`src/rtl/mdma_desc_req_fifo_ctl.sv`:
```
// Descriptor-request FIFO controller: pushes words into an external RAM and
// prefetches them into a small output buffer so the pop side never sees RAM read latency.
`timescale 1ns/1ps
module mdma_desc_req_fifo_ctl #(
  parameter int DEPTH      = 512,
  parameter int DATA_BITS  = 48,
  parameter int RAM_RD_LAT = 1
) (
  input  logic                       clk,
  input  logic                       rst,
  input  logic                       in_vld,
  output logic                       in_rdy,
  input  logic [DATA_BITS-1:0]       in_dat,
  output logic                       out_vld,
  input  logic                       out_rdy,
  output logic [DATA_BITS-1:0]       out_dat,
  output logic                       out_dbe,
  output logic                       ram_wen,
  output logic [$clog2(DEPTH)-1:0]   ram_wadr,
  output logic [DATA_BITS-1:0]       ram_wdat,
  output logic                       ram_ren,
  output logic [$clog2(DEPTH)-1:0]   ram_radr,
  input  logic [DATA_BITS-1:0]       ram_rdat,
  input  logic                       ram_rsbe,
  input  logic                       ram_rdbe,
  output logic [$clog2(DEPTH):0]     occ,
  output logic [15:0]                sbe_cnt,
  output logic                       dbe_err
);
  localparam int AW         = $clog2(DEPTH);
  localparam int AW1        = AW + 1;
  localparam int OBUF_DEPTH = RAM_RD_LAT + 1;
  localparam int CW         = $clog2(OBUF_DEPTH + 1);
  localparam int CW1        = CW + 1;
  localparam int IW         = $clog2(OBUF_DEPTH);
  localparam logic [AW:0]   DEPTH_W   = AW1'(DEPTH);
  localparam logic [CW:0]   OBUF_LIM  = CW1'(OBUF_DEPTH);
  localparam logic [CW-1:0] OBUF_FULL = CW'(OBUF_DEPTH);

  logic [AW:0]                         wr_ptr_q, wr_ptr_d, rd_ptr_q, rd_ptr_d, ram_cnt;
  logic [AW:0]                         occ_q, occ_d;
  logic [RAM_RD_LAT-1:0]               pipe_vld_q, pipe_vld_d;
  logic [OBUF_DEPTH-1:0][DATA_BITS-1:0] obuf_dat_q, obuf_dat_d;
  logic [OBUF_DEPTH-1:0]               obuf_dbe_q, obuf_dbe_d;
  logic [CW-1:0]                       obuf_cnt_q, obuf_cnt_d, inflight, wpos;
  logic [IW-1:0]                       widx;
  logic [CW:0]                         credit_used;
  logic [15:0]                         sbe_cnt_q, sbe_cnt_d;
  logic                                dbe_err_q, dbe_err_d;
  logic                                push, pop, cap, ren;

  assign ram_cnt = wr_ptr_q - rd_ptr_q;
  assign in_rdy  = (ram_cnt != DEPTH_W);
  assign out_vld = (obuf_cnt_q != '0);
  assign push    = in_vld & in_rdy & ~rst;
  assign pop     = out_vld & out_rdy;
  assign cap     = pipe_vld_q[RAM_RD_LAT-1];

  // A read may issue only if every word already owed to the buffer still fits after this cycle's pop.
  always_comb begin
    inflight = '0;
    for (int i = 0; i < RAM_RD_LAT; i++) begin
      inflight = inflight + CW'(pipe_vld_q[i]);
    end
    credit_used = {1'b0, obuf_cnt_q} + {1'b0, inflight} - CW1'(pop);
    ren = ~rst && (ram_cnt != '0) && (credit_used < OBUF_LIM);
  end

  genvar gi;
  generate
    for (gi = 0; gi < RAM_RD_LAT; gi++) begin : g_pipe
      if (gi == 0) begin : g_head
        assign pipe_vld_d[gi] = ren;
      end else begin : g_tail
        assign pipe_vld_d[gi] = pipe_vld_q[gi-1];
      end
    end
  endgenerate

  // Output buffer is a shift register: entry 0 is always the head, so outputs hold while stalled.
  always_comb begin
    wpos       = obuf_cnt_q - CW'(pop);
    widx       = wpos[IW-1:0];
    obuf_dat_d = pop ? (obuf_dat_q >> DATA_BITS) : obuf_dat_q;
    obuf_dbe_d = pop ? (obuf_dbe_q >> 1) : obuf_dbe_q;
    if (cap) begin
      obuf_dat_d[widx] = ram_rdat;
      obuf_dbe_d[widx] = ram_rdbe;
    end
    obuf_cnt_d = obuf_cnt_q + CW'(cap) - CW'(pop);
  end

  always_comb begin
    wr_ptr_d  = wr_ptr_q + AW1'(push);
    rd_ptr_d  = rd_ptr_q + AW1'(ren);
    occ_d     = occ_q + AW1'(push) - AW1'(pop);
    sbe_cnt_d = sbe_cnt_q;
    dbe_err_d = dbe_err_q;
    if (cap) begin
      if (ram_rdbe) begin
        dbe_err_d = 1'b1;
      end else if (ram_rsbe && (sbe_cnt_q != 16'hFFFF)) begin
        sbe_cnt_d = sbe_cnt_q + 16'd1;
      end
    end
  end

  always_ff @(posedge clk) begin
    if (rst) begin
      wr_ptr_q   <= '0;
      rd_ptr_q   <= '0;
      occ_q      <= '0;
      pipe_vld_q <= '0;
      obuf_dat_q <= '0;
      obuf_dbe_q <= '0;
      obuf_cnt_q <= '0;
      sbe_cnt_q  <= '0;
      dbe_err_q  <= 1'b0;
    end else begin
      wr_ptr_q   <= wr_ptr_d;
      rd_ptr_q   <= rd_ptr_d;
      occ_q      <= occ_d;
      pipe_vld_q <= pipe_vld_d;
      obuf_dat_q <= obuf_dat_d;
      obuf_dbe_q <= obuf_dbe_d;
      obuf_cnt_q <= obuf_cnt_d;
      sbe_cnt_q  <= sbe_cnt_d;
      dbe_err_q  <= dbe_err_d;
    end
  end

  obuf_no_overflow: assert property (@(posedge clk) disable iff (rst)
    !(cap && !pop && (obuf_cnt_q == OBUF_FULL)));

  assign out_dat  = obuf_dat_q[0];
  assign out_dbe  = obuf_dbe_q[0];
  assign ram_wen  = push;
  assign ram_wadr = wr_ptr_q[AW-1:0];
  assign ram_wdat = in_dat;
  assign ram_ren  = ren;
  assign ram_radr = rd_ptr_q[AW-1:0];
  assign occ      = occ_q;
  assign sbe_cnt  = sbe_cnt_q;
  assign dbe_err  = dbe_err_q;
endmodule

```
`config.mk`:
```
export PLATFORM = sky130hd
export DESIGN_NAME = mdma_desc_req_fifo_ctl
export DESIGN_NICKNAME = d
export VERILOG_FILES = /design/src/rtl/mdma_desc_req_fifo_ctl.sv
export SDC_FILE = /design/constraint.sdc
export NUM_CORES = 1
export LEC_CHECK = 0
export BUFFER_PORTS_ARGS = -buffer_cell sky130_fd_sc_hd__buf_2
export CELL_PAD_IN_SITES_DETAIL_PLACEMENT = 0
export CELL_PAD_IN_SITES_GLOBAL_PLACEMENT = 2
export CORE_MARGIN = 10
export CORE_UTILIZATION = 29
export CTS_CLUSTER_DIAMETER = 60
export DETAILED_ROUTE_END_ITERATION = 8
export PLACE_DENSITY = 0.92
export SLEW_MARGIN = 30
export SYNTH_ARGS = -nofsm -noshare
export SYNTH_HDL_FRONTEND = slang
export SYNTH_SLANG_ARGS = --single-unit
export TNS_END_PERCENT = 20
```
`constraint.sdc`:
```
create_clock -name clk -period 4.8 [get_ports clk]
set_input_delay 0.24 -clock clk [delete_from_list [all_inputs] [get_ports clk]]
set_output_delay 0.24 -clock clk [all_outputs]
set_load 0.03 [all_outputs]
```
==> qor.yml, run 1 <==
rsz0062_at_grt: "false"
overflow: 0
die_y_um: 181
yosysMostFrequentCell: "dfxtp_1"
skew_ns: 0.00979
power.internal_w: 0.00294
root_buffer: "clkbuf_16"
synth_top_family_by_area: "simple AND/OR/NAND/NOR gates"
synth_xor_area_frac: 0.0452
grt_usage: 0.111
clock-sinks: 148
cts_tree: "built"
clk_pin_slew_worst_paths_ns: 0.07
grt_max_degree: 76
setup_viol: 0
synth.largest_area_cell: "dfxtp_1"
ys_async_sr_fraction: 0
first_pass_iters: 4
clock_latency_ns: 0.42
worst_setup_path_end_kind: "flop"
switchingPower_w: 0.00188
seqPwrFrac: 0.327
coreArea_mm2: 0.0258
antenna_cells: 0
post_cts_buffers: 0
vdd_drop_max_uv: 458
vias_per_cell: 4.67
drt_iter0_drc: 306
routabilityCongestion: 0.829
crit_type: "reg -> reg"
finalCritPeriodShare: 0.914
min_path_type: "in -> reg"
p_leak_nw: 3.78
setup_tns_ns: 0
max_freq_mhz: 228
status: "finished clean"
cp_cell_sequence: "inv_1 -> ha_1 -> inv_1 -> o21a_1 -> o21ai_1 -> or4_4 -> a2111oi_1 -> a21oi_1 -> ha_1 -> fa_1 -> a21o_1 -> a21oi_1 -> o21bai_1 -> a2111oi_2 -> o21ai_0 -> nor3b_1"
syn_area_mm2: 0.00756
grt_pass1_vias: 5705
crit_fanout: 7
synthesis.nets: 1014
synthCells: 884
cellPowerDensity_mw_per_mm2: 576
yosysUniqueCellTypes: 47
holdBufCountCts: 0
synth_seq_cells: 148
fin_nets: 1026
worst_slew_pin_slew_ns: 0.828
dp_hpwl_um: 12700
worstSetupStartpointType: "flop"
fill_cells: 2718
htree_levels: 4
yosys-top-cells-count: "dfxtp_1, buf_4, nor2_1"
drv_slew: 0
swShare: 0.389
postRouteWirelength_um: 18700
synth_compound_area_frac: 0.125
postRouteAntennaNets: 0
slowest_stage: "or4_4"
io_buffers: 151
worst-endpoint-required_ns: 5.07
ys.flop_type: "dfxtp_1"
min_period_ns: 4.39
pin_count: 248
drv_cap: 0
synthSimpleGateAreaFrac: 0.164
avgRoutedWirePerCell_um: 15.1
relSlewSlack: 0.448
synthMuxAreaShare: 0.0704
rows: 59
synthToLayoutAreaGrowth_pct: 10.7
fin_area_mm2: 0.00837
dr_total_vias: 5803
drive_gt1_frac: 0.218
yosys_warnings: 0
initial_utilization: 0.292
die_area_mm2: 0.0329
synth_seq_area_share: 0.392
comb_power_share: 0.393
p_clk_frac: 0.280
synth.area.top_cells: "dfxtp_1, buf_4, mux2i_1"
slowest_delay_ns: 0.54
cts_resized: 0
chipWidth_um: 181
holdWs_ns: 0.0674
placed_area_mm2: 0.00776
synth_top_area_frac: 0.392
place_ws_ns: 0.349
cts_buffers: 17
hold_viol_final: 0
antenna_found_initial: 0
grt_pass1_wl_um: 30300
drc: 0
cts_max_path_buffers: 2
final.setup.worst_slack_ns: 0.412
cp.arrival_ns: 4.66
yosys.area_share.adder: 0.0483
syn_area_per_cell_um2: 8.55
synth_edf_count: 0
-- critical path, delay by kind of cell, from the launching register on --
family | cells | cell delay [ns]
AO/OA/AOI/OAI | 9 | 1.96
adder cells (fa/ha/maj) | 3 | 1.02
buffers and inverters | 2 | 0.20
flip-flops | 1 | 0.36
AND/OR/NAND/NOR | 2 | 0.68
-- logic make-up (layout without fill, tap and decap cells) --
kind of cell             Yosys count  after routing
buffers and inverters            195            219
XOR/XNOR                          39             39
AO/OA/AOI/OAI                    148            148
AND/OR/NAND/NOR                  273            273
multiplexers                      53             53
adder cells (fa/ha/maj)           28             28
flip-flops                       148            148
-- per-layer routing --
layer  part of all wire  wire length [um]  global-route usage  vias to the layer above
met5                  0                 0                   0                        -
met4              0.020               370              0.0456                        0
met3              0.050               937              0.0274                       22
met2               0.47              8840               0.179                      141
met1               0.46              8600               0.138                     2706
li1                   -                 -                   -                     2934
-- cell type report --
cell class              count  area (um^2)  share of cell area
clock inverters            11          126              0.0151
inverters                  31          116              0.0139
multi-input cells         541         3450               0.412
clock buffers              20          467              0.0558
flip-flops and latches    148         2960               0.354
well taps                 335          419              0.0501
repair buffers            157          827              0.0989
-- per-stage QoR --
stage	total power, W	instances	util
2_1_floorplan	0.00325	884	-
3_3_place_gp	0.00347	1211	0.299
3_5_place_dp	0.00350	1212	0.300
4_1_cts	0.00488	1243	0.323
5_1_grt	0.00516	1243	0.324
6_report	0.00482	1243	0.324
-- final timing paths --
path | startpoint | to | slack (ns) | depth (start not counted)
min | ram_rdat[18] | obuf_dat_q[66]$_SDFF_PP0_ | 0.07 | 3
max reg2reg | rd_ptr_q[6]$_SDFF_PP0_ | occ[8]$_SDFF_PP0_ | 0.41 | 16
min reg2reg | obuf_dat_q[78]$_SDFF_PP0_ | obuf_dat_q[78]$_SDFF_PP0_ | 0.46 | 2
max | rd_ptr_q[6]$_SDFF_PP0_ | occ[8]$_SDFF_PP0_ | 0.41 | 16
-- power by group through the flow --
| stage | registers, W | clock network (W) | logic, W |
|---|---|---|---|
| 3_5_place_dp | 0.00160 | 0 | 0.00189 |
| 2_1_floorplan | 0.00164 | 0 | 0.00161 |
| 4_1_cts | 0.00158 | 0.00140 | 0.00190 |
| 5_1_grt | 0.00160 | 0.00145 | 0.00210 |
| 6_report | 0.00157 | 0.00135 | 0.00189 |
| 3_3_place_gp | 0.00160 | 0 | 0.00187 |
-- registers in the layout (all words and copies together), names as in the netlist --
| name | count |
|---|---|
| cap | 1 |
| dbe_err | 1 |
| obuf_cnt_q | 2 |
| obuf_dat_q | 48 |
| obuf_dbe_q | 2 |
| occ | 10 |
| out_dat | 48 |
| rd_ptr_q | 10 |
| sbe_cnt | 16 |
| wr_ptr_q | 10 |
-- placed cells by master (no fill, tap or decap), drive strengths merged, types with 2 or more instances in the layout --
cell type,synthesis,layout
nand2,63,63
ha,26,26
nand3,66,66
nand4,8,8
or4,3,3
or3,3,3
o2111a,2,2
nor3,6,6
clkinv,0,6
or2,2,2
and3,9,9
fa,2,2
xor2,21,21
a211oi,50,50
a21oi,66,66
clkbuf,36,20
o21ai,8,8
a21o,4,4
buf,128,157
o21bai,4,4
nor2b,8,8
o21a,2,2
mux2i,52,52
xnor2,18,18
dfxtp,148,148
o211ai,2,2
nor3b,3,3
nor2,96,96
a2111oi,4,4
inv,31,33
bufinv,0,2
Power figures use the tool's default switching activity.
==> run 2: changes to the inputs <==
Settings changed: ABC_AREA set to 1, CORE_UTILIZATION 29 to 28, PLACE_DENSITY 0.92 to 0.93.
==> qor.yml, run 2 <==
vdd_drop_max_uv: 380
cts_tree: "built"
synth_edf_count: 0
initial_utilization: 0.284
worstSetupStartpointType: "flop"
synthesis.nets: 1222
worst-endpoint-required_ns: 5.10
drv_cap: 0
synth_seq_cells: 148
ys_async_sr_fraction: 0
synth_xor_area_frac: 0.0133
routabilityCongestion: 0.807
skew_ns: 0.00833
overflow: 0
setup_viol: 0
switchingPower_w: 0.00220
setup_tns_ns: 0
drc: 0
syn_area_per_cell_um2: 7.25
crit_type: "reg -> reg"
yosys.area_share.adder: 0.0461
chipWidth_um: 188
holdBufCountCts: 0
synth_top_area_frac: 0.374
postRouteWirelength_um: 20800
die_area_mm2: 0.0354
grt_pass1_vias: 6370
synthCells: 1092
synth_seq_area_share: 0.374
grt_max_degree: 100
grt_usage: 0.116
finalCritPeriodShare: 0.683
synth_compound_area_frac: 0.171
htree_levels: 4
p_clk_frac: 0.272
place_ws_ns: 1.54
antenna_found_initial: 1
syn_area_mm2: 0.00792
min_path_type: "in -> reg"
max_freq_mhz: 305
pin_count: 248
rsz0062_at_grt: "false"
drive_gt1_frac: 0.183
postRouteAntennaNets: 0
cts_resized: 0
synthToLayoutAreaGrowth_pct: 9.94
clock_latency_ns: 0.42
rows: 61
cellPowerDensity_mw_per_mm2: 596
cp.arrival_ns: 3.58
worst_slew_pin_slew_ns: 0.945
ys.flop_type: "dfxtp_1"
io_buffers: 151
hold_viol_final: 0
synth.area.top_cells: "dfxtp_1, nand2_1, buf_4"
comb_power_share: 0.394
drv_slew: 0
grt_pass1_wl_um: 33900
worst_setup_path_end_kind: "flop"
synth_top_family_by_area: "simple AND/OR/NAND/NOR gates"
p_leak_nw: 3.96
dr_total_vias: 6700
yosys_warnings: 0
relSlewSlack: 0.370
die_y_um: 188
synthSimpleGateAreaFrac: 0.215
seqPwrFrac: 0.334
clock-sinks: 148
final.setup.worst_slack_ns: 1.52
avgRoutedWirePerCell_um: 13.9
cts_buffers: 17
layout_common_cells: "nand2_1, buf_2, dfxtp_1"
status: "finished clean"
crit_fanout: 3
yosysUniqueCellTypes: 33
synthMuxAreaShare: 0
post_cts_buffers: 0
swShare: 0.423
first_pass_iters: 5
synth.largest_area_cell: "dfxtp_1"
drt_iter0_drc: 359
coreArea_mm2: 0.0279
clk_pin_slew_worst_paths_ns: 0.07
yosysMostFrequentCell: "nand2_1"
fin_nets: 1232
cts_max_path_buffers: 2
root_buffer: "clkbuf_16"
vias_per_cell: 4.48
mostFrequentLayoutCell: "nand2_1"
yosys-top-cells-count: "nand2_1, dfxtp_1, buf_4"
dp_hpwl_um: 14300
min_period_ns: 3.28
power.internal_w: 0.00299
## run 2: power groups by stage
stage	sequential [W]	combinational [W]	clock (W)
floorplan	0.00181	0.00180	0
finish	0.00174	0.00205	0.00141
global placement	0.00176	0.00206	0
detailed placement	0.00176	0.00208	0
global route	0.00178	0.00231	0.00152
CTS	0.00174	0.00208	0.00146
## run 2: logic make-up after synthesis
logic type,count (synthesis)
flip-flops,148
AO/OA/AOI/OAI,238
XOR/XNOR,12
buffers and inverters,252
AND/OR/NAND/NOR,414
adder cells (fa/ha/maj),28
## run 2: final timing paths
kind / startpoint / to / slack [ns] / depth (start not counted)
setup / recovery: obuf_cnt_q[1]$_SDFF_PP0_ / rd_ptr_q[8]$_SDFF_PP0_ / 1.52 / 21
setup reg to reg: obuf_cnt_q[1]$_SDFF_PP0_ / rd_ptr_q[8]$_SDFF_PP0_ / 1.52 / 21
hold / removal: ram_rdat[42] / out_dat[42]$_SDFF_PP0_ / 0.07 / 2
hold reg to reg: obuf_dat_q[72]$_SDFF_PP0_ / obuf_dat_q[72]$_SDFF_PP0_ / 0.46 / 2
## run 2: metrics by stage
step	area [um^2]	hold WS [ns]	power, W	instances	utilization
after CTS	8700	0.0429	0.00529	1493	0.312
after detailed placement	8100	0.455	0.00384	1461	0.291
after floorplan	7920	0.385	0.00360	1092	-
final	8710	0.0730	0.00519	1494	0.313
after global placement	8090	0.451	0.00382	1461	0.291
after global routing	8710	0.0449	0.00561	1494	0.313
## run 2: area by class of cell
cell class | count | area [um^2]
fillers | 3039 | 19200
multi-input cells | 692 | 3530
flip-flops and latches | 148 | 2960
repair buffers | 158 | 812
well taps | 378 | 473
clock buffers | 17 | 425
inverters | 85 | 323
clock inverters | 15 | 183
diodes | 1 | 2.50
## run 2: critical path, cell delays in order (launching register included)
cell	delay, ns
dfxtp_1	0.38
inv_2	0.06
nand2_2	0.09
nand2_4	0.05
inv_2	0.05
ha_1	0.22
inv_1	0.06
ha_1	0.12
inv_1	0.04
fa_1	0.49
o21ai_0	0.08
a211o_1	0.24
a21oi_1	0.18
ha_1	0.21
ha_1	0.17
nand2_1	0.07
inv_1	0.07
nand3_1	0.10
nor2_1	0.15
nand2_1	0.09
o21ai_0	0.15
a21oi_1	0.08
## run 2: layer usage
layer | share of wire | GRT usage | wire [um] | up-vias
met1 | 0.49 | 0.151 | 10100 | 3034
met2 | 0.43 | 0.178 | 9010 | 150
met3 | 0.065 | 0.0364 | 1350 | 14
met4 | 0.013 | 0.0378 | 278 | 0
li1 | - | - | - | 3502
met5 | 0 | 0 | 0 | -
